## src/rtl/simple_processor_pkg.sv

```systemverilog
// Shared widths and types for the simple processor pipeline.
package simple_processor_pkg;

    localparam int unsigned ADDR_WIDTH          = 32;
    localparam int unsigned DATA_WIDTH          = 32;
    localparam int unsigned REG_ADDR_WIDTH      = 5;
    localparam int unsigned MEM_TIMEOUT_DEFAULT = 16;

    // Memory-access stage FSM states.
    typedef enum logic [0:0] {
        MEM_IDLE     = 1'b0,
        MEM_WAIT_ACK = 1'b1
    } mem_state_t;

endpackage : simple_processor_pkg

```

## src/rtl/mem_access_stage_timeout.sv

```systemverilog
// Bounded-wait counter for the DMEM handshake; flags the last allowed wait cycle.
module mem_timeout_counter #(
    parameter int unsigned TIMEOUT_CYCLES = 16
) (
    input  logic clk,
    input  logic arst,
    input  logic clear,
    input  logic enable,
    output logic expired
);

    localparam int unsigned CNT_W = $clog2(TIMEOUT_CYCLES + 1);
    localparam logic [CNT_W-1:0] CNT_LAST = CNT_W'(TIMEOUT_CYCLES - 1);
    localparam logic [CNT_W-1:0] CNT_MAX  = CNT_W'(TIMEOUT_CYCLES);

    logic [CNT_W-1:0] count;

    // Count wait cycles without ack; expired is high during the TIMEOUT_CYCLES-th wait cycle.
    always_ff @(posedge clk or posedge arst) begin
        if (arst) begin
            count   <= '0;
            expired <= 1'b0;
        end else if (clear) begin
            count   <= '0;
            expired <= (TIMEOUT_CYCLES == 1);
        end else if (enable) begin
            if (count != CNT_MAX) begin
                count <= count + CNT_W'(1);
            end
            expired <= ((count + CNT_W'(1)) == CNT_LAST);
        end
    end

endmodule : mem_timeout_counter

```

## src/rtl/mem_access_stage.sv

```systemverilog
// Memory-access stage: DMEM req/ack handshake, EX stall, writeback beat and timeout.
module mem_access_stage
    import simple_processor_pkg::*;
#(
    parameter int unsigned MEM_ADDR_WIDTH = ADDR_WIDTH,
    parameter int unsigned MEM_DATA_WIDTH = DATA_WIDTH,
    parameter int unsigned TIMEOUT_CYCLES = MEM_TIMEOUT_DEFAULT
) (
    input  logic                      clk_i,
    input  logic                      arst_i,
    input  logic                      ex_valid_i,
    input  logic                      ex_load_i,
    input  logic                      ex_store_i,
    input  logic [MEM_ADDR_WIDTH-1:0] ex_addr_i,
    input  logic [MEM_DATA_WIDTH-1:0] ex_wdata_i,
    input  logic [DATA_WIDTH-1:0]     ex_rd_data_i,
    input  logic [REG_ADDR_WIDTH-1:0] ex_rd_addr_i,
    input  logic                      ex_rd_we_i,
    output logic                      stall_o,
    output logic                      dmem_req_o,
    output logic [MEM_ADDR_WIDTH-1:0] dmem_addr_o,
    output logic                      dmem_we_o,
    output logic [MEM_DATA_WIDTH-1:0] dmem_wdata_o,
    input  logic [MEM_DATA_WIDTH-1:0] dmem_rdata_i,
    input  logic                      dmem_ack_i,
    output logic                      wb_valid_o,
    output logic                      wb_we_o,
    output logic [REG_ADDR_WIDTH-1:0] wb_rd_addr_o,
    output logic [DATA_WIDTH-1:0]     wb_rd_data_o,
    output logic                      err_o
);

    mem_state_t state, state_d;

    logic [MEM_ADDR_WIDTH-1:0] addr_q, addr_d;
    logic [MEM_DATA_WIDTH-1:0] wdata_q, wdata_d;
    logic                      we_q, we_d;
    logic [REG_ADDR_WIDTH-1:0] rd_addr_q, rd_addr_d;
    logic                      rd_we_q, rd_we_d;

    logic                      wb_valid_d;
    logic                      wb_we_d;
    logic [REG_ADDR_WIDTH-1:0] wb_rd_addr_d;
    logic [DATA_WIDTH-1:0]     wb_rd_data_d;
    logic                      err_d;

    logic                      cnt_clear;
    logic                      cnt_enable;
    logic                      expired;

    mem_timeout_counter #(
        .TIMEOUT_CYCLES(TIMEOUT_CYCLES)
    ) u_timeout (
        .clk    (clk_i),
        .arst   (arst_i),
        .clear  (cnt_clear),
        .enable (cnt_enable),
        .expired(expired)
    );

    // Next-state, capture and writeback decode.
    always_comb begin
        state_d      = state;
        addr_d       = addr_q;
        wdata_d      = wdata_q;
        we_d         = we_q;
        rd_addr_d    = rd_addr_q;
        rd_we_d      = rd_we_q;
        wb_valid_d   = 1'b0;
        wb_we_d      = wb_we_o;
        wb_rd_addr_d = wb_rd_addr_o;
        wb_rd_data_d = wb_rd_data_o;
        err_d        = 1'b0;
        stall_o      = 1'b0;
        cnt_clear    = 1'b0;
        cnt_enable   = 1'b0;

        case (state)
            MEM_IDLE: begin
                if (ex_valid_i) begin
                    if (ex_load_i || ex_store_i) begin
                        // Load wins when both intents are set.
                        addr_d    = ex_addr_i;
                        wdata_d   = ex_wdata_i;
                        we_d      = ex_store_i && !ex_load_i;
                        rd_addr_d = ex_rd_addr_i;
                        rd_we_d   = ex_rd_we_i;
                        stall_o   = 1'b1;
                        cnt_clear = 1'b1;
                        state_d   = MEM_WAIT_ACK;
                    end else begin
                        wb_valid_d   = 1'b1;
                        wb_we_d      = ex_rd_we_i;
                        wb_rd_addr_d = ex_rd_addr_i;
                        wb_rd_data_d = ex_rd_data_i;
                    end
                end
            end
            MEM_WAIT_ACK: begin
                wb_rd_addr_d = rd_addr_q;
                if (dmem_ack_i) begin
                    state_d    = MEM_IDLE;
                    wb_valid_d = 1'b1;
                    if (we_q) begin
                        wb_we_d      = 1'b0;
                        wb_rd_data_d = '0;
                    end else begin
                        wb_we_d      = rd_we_q;
                        wb_rd_data_d = DATA_WIDTH'(dmem_rdata_i);
                    end
                end else begin
                    cnt_enable = 1'b1;
                    if (expired) begin
                        // Abort: release EX now, report the error with the beat.
                        state_d      = MEM_IDLE;
                        wb_valid_d   = 1'b1;
                        wb_we_d      = 1'b0;
                        wb_rd_data_d = '0;
                        err_d        = 1'b1;
                    end else begin
                        stall_o = 1'b1;
                    end
                end
            end
            default: state_d = MEM_IDLE;
        endcase
    end

    // FSM state register.
    always_ff @(posedge clk_i or posedge arst_i) begin
        if (arst_i) begin
            state <= MEM_IDLE;
        end else begin
            state <= state_d;
        end
    end

    // Captured request and registered writeback outputs.
    always_ff @(posedge clk_i or posedge arst_i) begin
        if (arst_i) begin
            addr_q       <= '0;
            wdata_q      <= '0;
            we_q         <= 1'b0;
            rd_addr_q    <= '0;
            rd_we_q      <= 1'b0;
            wb_valid_o   <= 1'b0;
            wb_we_o      <= 1'b0;
            wb_rd_addr_o <= '0;
            wb_rd_data_o <= '0;
            err_o        <= 1'b0;
        end else begin
            addr_q       <= addr_d;
            wdata_q      <= wdata_d;
            we_q         <= we_d;
            rd_addr_q    <= rd_addr_d;
            rd_we_q      <= rd_we_d;
            wb_valid_o   <= wb_valid_d;
            wb_we_o      <= wb_we_d;
            wb_rd_addr_o <= wb_rd_addr_d;
            wb_rd_data_o <= wb_rd_data_d;
            err_o        <= err_d;
        end
    end

    assign dmem_req_o   = (state == MEM_WAIT_ACK);
    assign dmem_addr_o  = addr_q;
    assign dmem_we_o    = we_q;
    assign dmem_wdata_o = wdata_q;

endmodule : mem_access_stage
```

## config.mk

```make
export PLATFORM = sky130hd
export DESIGN_NAME = mem_access_stage
export DESIGN_NICKNAME = d
export VERILOG_FILES = /design/src/rtl/simple_processor_pkg.sv /design/src/rtl/mem_access_stage_timeout.sv /design/src/rtl/mem_access_stage.sv
export SDC_FILE = /design/constraint.sdc
export NUM_CORES = 1
export LEC_CHECK = 0
export CORE_ASPECT_RATIO = 1.1
export CORE_UTILIZATION = 30
export DETAILED_ROUTE_END_ITERATION = 8
export HOLD_SLACK_MARGIN = 0.03
export PLACE_DENSITY = 0.6
export SLEW_MARGIN = 30
export SYNTH_ARGS = -nofsm -noshare
export SYNTH_HDL_FRONTEND = slang
export SYNTH_SLANG_ARGS = --single-unit
export TNS_END_PERCENT = 5
```

## constraint.sdc

```tcl
create_clock -name clk_i -period 7.35 [get_ports clk_i]
set_clock_uncertainty 0.05 [all_clocks]
set_input_delay 0.735 -clock clk_i [delete_from_list [all_inputs] [get_ports clk_i]]
set_output_delay 0.735 -clock clk_i [all_outputs]
set_load 0.005 [all_outputs]
```

==> flow_metrics.tcl, run 1 <==
set metrics [dict create \
    outcome "finished, final reports clean" \
    final_cells 790 \
    cp-start-kind "flop" \
    power_frac_comb_pct 30.4 \
    swShare_pct 24.7 \
    worstSetupEndpointType "output port" \
    seq_area_frac_synth_pct 59.6 \
    finalHoldViolations 0 \
    finalCritPeriodShare_pct 43.1 \
    synth_warnings 0 \
    ys_top_cells_by_count "118 x dfrtp_1, 113 x mux2_2, 33 x a22o_1" \
    holdWs_ps 450 \
    async_flop_share_pct 100 \
    synth.avg_cell_area_sq_um 15.1 \
    final_area_sq_um 8150 \
    hpwlAfterDp_mm 9.22 \
    place_area_sq_um 7600 \
    slew_violations 0 \
    clk_latency_ps 400 \
    root_buffer "clkbuf_16" \
    die_area_sq_um 17000 \
    cts_resized 0 \
    ctsHoldBuffers 0 \
    grt_max_degree 65 \
    grt-ovfl-total 0 \
    arrival_ps 2390 \
    clockPowerShare_pct 31.8 \
    htreeDepth 4 \
    power_switching_uw 596 \
    synthMostInstantiatedCell "dfrtp_1" \
    viasPerCell 4.60 \
    cts_setup_buffers 0 \
    worstMarginPinSlew_ps 816 \
    rr_startpoint "dmem_req_o" \
    wire_per_inst_um 16.4 \
    cts.sinks 118 \
    area_growth_pct 64.6 \
    wl_met1_mm 5.09 \
    highest_layer "met4" \
    synth_area_sq_um 4950 \
    hp-class "flop to flop" \
    nNetsFinal 721 \
    num_antenna_cells 0 \
    synth_edf_count 0 \
    slew_headroom_pct 45.6 \
    gp_congestion 0.747 \
    synth_nets 471 \
    grt_usage_pct 16.0 \
    dieHeight_um 137 \
    drcViolationCount 0 \
    p_per_area_nw_per_um2 296 \
    critPathRequiredTime_ps 6570 \
    route.vias.total 3634 \
    synth_seq_cells 118 \
    hp-start "wb_rd_data_o[30]" \
    synth_top_cell_by_area "dfrtp_1" \
    drt_iter0_drc 190 \
    yosysUniqueCellTypes 34 \
    numPortBuffers 246 \
    rows 48 \
    syn_inst 328 \
    ant_nets 0 \
    ys.flop_type "dfrtp_1" \
    fmax_mhz 315 \
    rsz0062_at_grt "no" \
    path_class "flop to output port" \
    total_power_uw 2410 \
    ir_drop_v 0.000146 \
    cts-buffers-inserted 17 \
    ioPinCount 247 \
    drt_wl_total_mm 13.0 \
    wl_met2_mm 6.64 \
    final.setup.tns_ps 0 \
    dr_wl_met3_um 968 \
    cts_tree "done" \
    start_util_pct 31.1 \
    cellInternalPower_uw 1810 \
    ctsLongestPathBuffers 2 \
    grt_pass1_vias 3973 \
    power_leakage_uw 0.00336 \
    synth_top_area_share_pct 59.6 \
    core_sq_um 15900 \
    antenna_found_initial 0 \
    critPathLaunch "dmem_req_o" \
    grt_pass1_wl_mm 21.1 \
    drt_first_pass_iters 4 \
    seq_power_share_pct 37.9 \
    critical_path.max_fanout 13 \
    dp.cells 759 \
    yosys-top-cells-area "dfrtp_1 60%, mux2_2 26%, a22o_1 5.8%" \
    fin_crit_ps 3170 \
    die_w_um 125 \
    drive_gt1_share_pct 25.9 \
    cts.clk_slew.worst_paths_ps 50 \
    maxCapViolations 0 \
    setup_violations 0 \
]
[per-layer routing]
layer  GRT usage (%)  up-vias
met1            18.0     1758
li1                -     1704
met4            6.02        0
met3            6.37       18
met5               0        -
met2            27.4      154
[path summary, 6_finish.rpt]
| check | slack, ps | end | cells past startpoint |
|---|---|---|---|
| min | 450 | wb_rd_data_o[30] | 1 |
| min in group asynchronous | 730 | dmem_addr_o[4] | 2 |
| min reg2reg | 450 | wb_rd_data_o[30] | 1 |
| max reg2reg | 4790 | dmem_wdata_o[6] | 4 |
| max in group asynchronous | 5200 | dmem_wdata_o[15] | 3 |
| max | 4180 | stall_o | 3 |
[cell type report]
cell class              count  area (sq um)
multi-input cells         183          1850
clock inverters             9          77.6
well taps                 200           250
repair buffers            250          2510
flip-flops and latches    118          2950
fillers                  1368          7760
clock buffers              22           474
inverters                   8          32.5
[state kept, by name, indices dropped and copies added, names as in the netlist]
name and cells:
dmem_req_o 1, dmem_we_o 1, wb_rd_data_o 32, rd_we_q 1, err_o 1, wb_we_o 1, dmem_addr_o 32, rd_addr_q 5
wb_rd_addr_o 5, dmem_wdata_o 32, u_timeout.count 5, wb_valid_o 1, u_timeout.expired 1
[cells by family after synthesis]
group / share of synthesized area, %
adders and majority gates: 0.758
DFF: 59.6
muxes: 25.9
buffers and inverters: 3.13
AOI/OAI and AO/OA: 7.65
and+or+nand+nor: 2.45
xor gates and xnor gates: 0.530
[stage by stage]
step	utilization (%)	setup WS [ps]
after global placement	47.6	4190
after CTS	51.2	4140
final	51.2	4180
after global routing	51.2	3970
after floorplan	-	3440
after detailed placement	47.8	4170
[critical path, stage by stage, from the launching register on]
cell and delay (ps):
dfrtp_1 700, nand2b_1 390, o21ai_0 340, clkdlybuf4s50_1 550
[power groups by stage]
stage	Clock [uW]	Sequential (uW)	Combinational (uW)
floorplan	0	928	269
global placement	0	916	728
detailed placement	0	924	742
CTS	791	915	745
global route	824	939	787
finish	766	913	732
[cell usage in the layout, fill, tap and decap left out, drive strengths merged]
master           n
nor3b            2
ha               3
buf              4
clkbuf          22
a22o            33
bufinv           1
xor2             2
a21oi            2
nor4b            1
mux2           113
o221ai           1
nor4bb           1
a311o            1
clkinvlp         3
nor2b            1
o32ai            1
and3b            1
nor2             4
o22ai            3
clkdlybuf4s50  246
o211ai           1
inv              8
or2              1
nand3            3
xnor2            1
nand2            1
o21ai            4
mux2i            1
dfrtp          118
nand2b           2
clkinv           5
(Power assumes the default switching activity.)
==> run 2, diff against run 1 <==
==> constraint.sdc (replaced) <==
create_clock -name clk_i -period 3.2 [get_ports clk_i]
set_clock_uncertainty 0.05 [all_clocks]
set_input_delay 0.32 -clock clk_i [delete_from_list [all_inputs] [get_ports clk_i]]
set_output_delay 0.32 -clock clk_i [all_outputs]
set_load 0.005 [all_outputs]
==> run 2 against run 1 <==
Effect of this change:
- design area down 0.15%
- count of clock-buffer cells in the layout fell by 1
- sequential power grew 130%
- hold slack worse by 69 ps
- non-clock buffer count grew 1
- clock power rose by 120%
- final cell count is 0.38% lower
- register-to-register slack got worse by 3900 ps
- critical path type unchanged
- largest cell class unchanged
- largest power group unchanged
==> flow_metrics.tcl, run 2 (synthesis gave the netlist of run 1 again) <==
set metrics [dict create \
    outcome "finished, final reports clean" \
    critical_path.max_fanout 13 \
    hpwlAfterDp_mm 9.54 \
    drt_iter0_drc 142 \
    ctsHoldBuffers 0 \
    swShare_pct 24.5 \
    worstMarginPinSlew_ps 650 \
    num_antenna_cells 0 \
    timing.rr.end "wb_rd_data_o[27]" \
    root_buffer "clkbuf_16" \
    hp-class "input port to asynchronous set/reset pin" \
    final_area_sq_um 8140 \
    drt_first_pass_iters 4 \
    place_area_sq_um 7620 \
    route.vias.total 3643 \
    drt_wl_total_mm 13.3 \
    slew_violations 0 \
    power_frac_comb_pct 30.5 \
    p_per_area_nw_per_um2 675 \
    grt-ovfl-total 0 \
    ir_drop_v 0.000293 \
    fill_cells 1366 \
    slew_headroom_pct 56.7 \
    grt_pass1_wl_mm 20.8 \
    numPortBuffers 246 \
    arrival_ps 2390 \
    grt_usage_pct 16.0 \
    maxCapViolations 0 \
    grtUsageMet2_pct 28.2 \
    rows 48 \
    layout.area.seq_sq_um 2950 \
    grt_max_degree 119 \
    ctsLongestPathBuffers 2 \
    path_class "flop to output port" \
    critPathRequiredTime_ps 2830 \
    fmax_mhz 362 \
    ant_nets 0 \
    fin_crit_ps 2760 \
    finalHoldViolations 0 \
    core_sq_um 15900 \
    reg2reg_setup_slack_ps 860 \
    rr_startpoint "dmem_req_o" \
    antenna_found_initial 0 \
    dieHeight_um 137 \
    cts_tree "done" \
    worstSetupEndpointType "output port" \
    globalRouteMet3Util_pct 4.89 \
    ff2ff_path_depth 4 \
    use_met1_pct 17.5 \
    power_leakage_uw 0.00336 \
    setup_violations 0 \
    clk_latency_ps 410 \
    cts_setup_buffers 0 \
    final.setup.tns_ps 0 \
    seq_power_share_pct 38.3 \
    drive_gt1_share_pct 25.7 \
    multi_input_area_sq_um 1850 \
    grt_pass1_vias 3911 \
    die_w_um 125 \
    gp_congestion 0.774 \
    area_growth_pct 64.3 \
    cts.clk_slew.worst_paths_ps 50 \
    cts.sinks 118 \
    clockPowerShare_pct 31.2 \
    start_util_pct 31.1 \
    cellInternalPower_uw 4150 \
    power_switching_uw 1340 \
    finalCritPeriodShare_pct 86.3 \
    viasPerCell 4.63 \
    die_area_sq_um 17000 \
    ioPinCount 247 \
    cp-start-kind "flop" \
    final_cell_mix "246 x clkdlybuf4s50_1, 118 x dfrtp_1, 113 x mux2_2" \
    cts_resized 0 \
    drcViolationCount 0 \
    rsz0062_at_grt "no" \
    cts-buffers-inserted 17 \
    htreeDepth 4 \
    mostFrequentLayoutCell "clkdlybuf4s50_1" \
    wire_per_inst_um 16.8 \
    nNetsFinal 722 \
    grt.busiest_layer "met2" \
]
[run 2: per-stage QoR]
step / util, % / hold slack, ps / instances / setup WS, ps / total power [uW]
finish: 51.2 / 381 / 787 / 437 / 5490
global route: 51.2 / 436 / 787 / 238 / 5790
CTS: 51.2 / 435 / 787 / 416 / 5590
detailed placement: 47.9 / 442 / 760 / 825 / 3830
global placement: 47.9 / 435 / 760 / 860 / 3790
floorplan: - / 356 / 328 / 1390 / 2750
[run 2: layout make-up]
class	instances	area share (%)
Sequential cell	118	36.3
Timing Repair Buffer	251	31.0
Multi-Input combinational cell	183	22.8
Clock buffer	21	5.78
Tap cell	200	3.07
Clock inverter	6	0.676
Inverter	8	0.415
[run 2: how the worst max path moves through the flow]
stage | start | end | slack [ps] | depth (start not counted)
4_1_cts | dmem_req_o | stall_o | 420 | 3
5_1_grt | dmem_req_o | stall_o | 240 | 3
3_5_place_dp | ex_valid_i | stall_o | 830 | 5
2_1_floorplan | arst_i | dmem_addr_o[0] | 1390 | 1
6_report | dmem_req_o | stall_o | 440 | 3
3_3_place_gp | ex_store_i | dmem_wdata_o[18] | 860 | 5
[run 2: power by group through the flow]
| stage | registers [uW] | logic (uW) | clock network, uW |
|---|---|---|---|
| 5_1_grt | 2160 | 1800 | 1840 |
| 3_3_place_gp | 2110 | 1690 | 0 |
| 3_5_place_dp | 2130 | 1700 | 0 |
| 2_1_floorplan | 2130 | 618 | 0 |
| 6_report | 2100 | 1680 | 1710 |
| 4_1_cts | 2110 | 1710 | 1770 |
[run 2: metal layers]
layer	part of all wire [%]	vias up
met3	6.0	23
met4	2.3	0
li1	-	1698
met5	0	-
met2	53	145
met1	39	1777
[run 2: critical path: stages (launching register included)]
cell and delay [ps]:
dfrtp_1 680, nand2b_1 390, o21ai_0 350, clkdlybuf4s50_1 560
==> run 3, diff against run 2 <==
--- a/config.mk
+++ b/config.mk
@@ -5,11 +5,13 @@
 export SDC_FILE = /design/constraint.sdc
 export NUM_CORES = 1
 export LEC_CHECK = 0
+export ABC_AREA = 1
 export CORE_ASPECT_RATIO = 1.1
 export CORE_UTILIZATION = 30
 export DETAILED_ROUTE_END_ITERATION = 8
+export GPL_ROUTABILITY_DRIVEN = 0
 export HOLD_SLACK_MARGIN = 0.03
-export PLACE_DENSITY = 0.6
+export PLACE_DENSITY = 0.59
 export SLEW_MARGIN = 30
 export SYNTH_ARGS = -nofsm -noshare
 export SYNTH_HDL_FRONTEND = slang
==> run 3 against run 2 <==
Effect of this change:
- wire length is 14% higher
- final cell count increased by 44%
- combinational power fell by 9.5%
- synthesized area rose by 6.0%
- global-route usage up 1.3 points
- highest routed layer unchanged
==> flow_metrics.tcl, run 3 <==
set metrics [dict create \
    outcome "finished, final reports clean" \
    synth.avg_cell_area_sq_um 8.02 \
    ioPinCount 247 \
    final_cell_mix "359 x nand2_1, 246 x clkdlybuf4s50_1, 118 x dfrtp_1" \
    cts-buffers-inserted 17 \
    final.setup.tns_ps 0 \
    cts_resized 0 \
    seq_area_frac_synth_pct 56.2 \
    finalHoldViolations 0 \
    fill_cells 1675 \
    cp-start-kind "flop" \
    cts_tree "done" \
    slew_violations 0 \
    critical_path.max_fanout 27 \
    drt_first_pass_iters 5 \
    critPathRequiredTime_ps 2830 \
    ctsHoldBuffers 0 \
    rows 50 \
    drt_iter0_drc 248 \
    ir_drop_v 0.000400 \
    rsz0062_at_grt "no" \
    synth_top_area_share_pct 56.2 \
    syn_inst 655 \
    final_cells 1136 \
    core_sq_um 17100 \
    grt_pass1_vias 4751 \
    die_area_sq_um 18000 \
    die_w_um 128 \
    path_class "flop to output port" \
    synth_nets 798 \
    synth_warnings 0 \
    fin_crit_ps 2530 \
    dp.cells 1104 \
    grt_usage_pct 17.4 \
    yosysUniqueCellTypes 20 \
    p_per_area_nw_per_um2 652 \
    synth_area_sq_um 5250 \
    worstSetupEndpointType "output port" \
    num_antenna_cells 0 \
    synth_edf_count 0 \
    final_core_utilization_pct 49.8 \
    nNetsFinal 1032 \
    wire_per_inst_um 13.3 \
    ys_top_cells_by_count "360 x nand2_1, 118 x dfrtp_1, 50 x o21ai_0" \
    area_growth_pct 62.1 \
    fmax_mhz 395 \
    mostFrequentLayoutCell "nand2_1" \
    start_util_pct 30.7 \
    hp-class "input port to asynchronous set/reset pin" \
    reg2reg_setup_slack_ps 1200 \
    synth_top_cell_by_area "dfrtp_1" \
    slew_headroom_pct 55.6 \
    maxCapViolations 0 \
    cts.sinks 118 \
    grt-ovfl-total 0 \
    grt_max_degree 101 \
    hpwlAfterDp_mm 10.3 \
    viasPerCell 4.36 \
    power_leakage_uw 0.00406 \
    ys.flop_type "dfrtp_1" \
    yosys-top-cells-area "dfrtp_1 56%, nand2_1 26%, o21ai_0 4.8%" \
    critPathLaunch "dmem_req_o" \
    ant_nets 0 \
    drt_wl_total_mm 15.1 \
    rr_startpoint "dmem_req_o" \
    numPortBuffers 246 \
    antenna_found_initial 1 \
    synth_seq_cells 118 \
    clk_latency_ps 410 \
    drive_gt1_share_pct 5.43 \
    drcViolationCount 0 \
    arrival_ps 2160 \
    setup_violations 0 \
    async_flop_share_pct 100 \
    synthMostInstantiatedCell "nand2_1" \
    dieHeight_um 141 \
    timing.rr.end "wb_rd_data_o[22]" \
    ctsLongestPathBuffers 2 \
    crit_path_end "stall_o" \
    ff2ff_path_depth 5 \
    cts_setup_buffers 0 \
    worstMarginPinSlew_ps 664 \
    htreeDepth 4 \
    cts.clk_slew.worst_paths_ps 60 \
    root_buffer "clkbuf_16" \
    finalCritPeriodShare_pct 79.0 \
    grt_pass1_wl_mm 24.3 \
    route.vias.total 4952 \
]
==> run 3: worst min path at each step <==
stage,to,slack [ps],depth (start not counted)
finish,dmem_addr_o[15],220,2
detailed placement,dmem_wdata_o[16],410,2
CTS,dmem_addr_o[12],210,2
global route,dmem_addr_o[18],230,2
global placement,dmem_addr_o[24],410,2
floorplan,dmem_addr_o[0],380,2
==> run 3: worst max-delay path, stage by stage (launching register included) <==
cell and delay [ps]:
dfrtp_1 380, inv_2 230, nand3_4 340, o21ai_0 230
clkdlybuf4s50_1 570
==> run 3: logic make-up after synthesis <==
| family | synth area share [%] |
|---|---|
| flip-flops | 56.2 |
| AND/OR/NAND/NOR | 31.5 |
| AO/OA/AOI/OAI | 5.36 |
| buffers and inverters | 6.15 |
| adder cells (fa/ha/maj) | 0.715 |
==> run 3: layout make-up <==
cell class	instances	area, sq um	area share (%)
Clock buffer	19	443	5.21
Clock inverter	13	180	2.12
Inverter	27	105	1.24
Multi-Input combinational cell	472	2000	23.5
Sequential cell	118	2950	34.7
Tap cell	234	293	3.44
Timing Repair Buffer	253	2540	29.8
==> run 3: report_power, final <==
group,total [uW],internal [uW],switching (uW),leakage [uW]
Combinational,1520,889,634,0.00228
Clock,2000,1320,680,0.000299
Sequential,2030,1840,192,0.00148
Total,5550,4040,1510,0.00406
==> run 3: metal layers <==
layer | up-vias | routed length [um] | track usage (%)
met1 | 2214 | 6670 | 21.8
met3 | 21 | 1390 | 6.76
li1 | 2514 | - | -
met5 | - | 0 | 0
met2 | 203 | 6830 | 27.1
met4 | 0 | 250 | 6.25
==> run 3: through the flow <==
step | area, sq um | hold slack, ps | total power, uW | worst slack, ps
after floorplan | 5250 | 380 | 2610 | 1390
after global placement | 7880 | 410 | 3580 | 699
after detailed placement | 7880 | 414 | 3590 | 670
after CTS | 8510 | 215 | 5630 | 602
after global routing | 8510 | 228 | 5890 | 511
final | 8510 | 219 | 5550 | 671
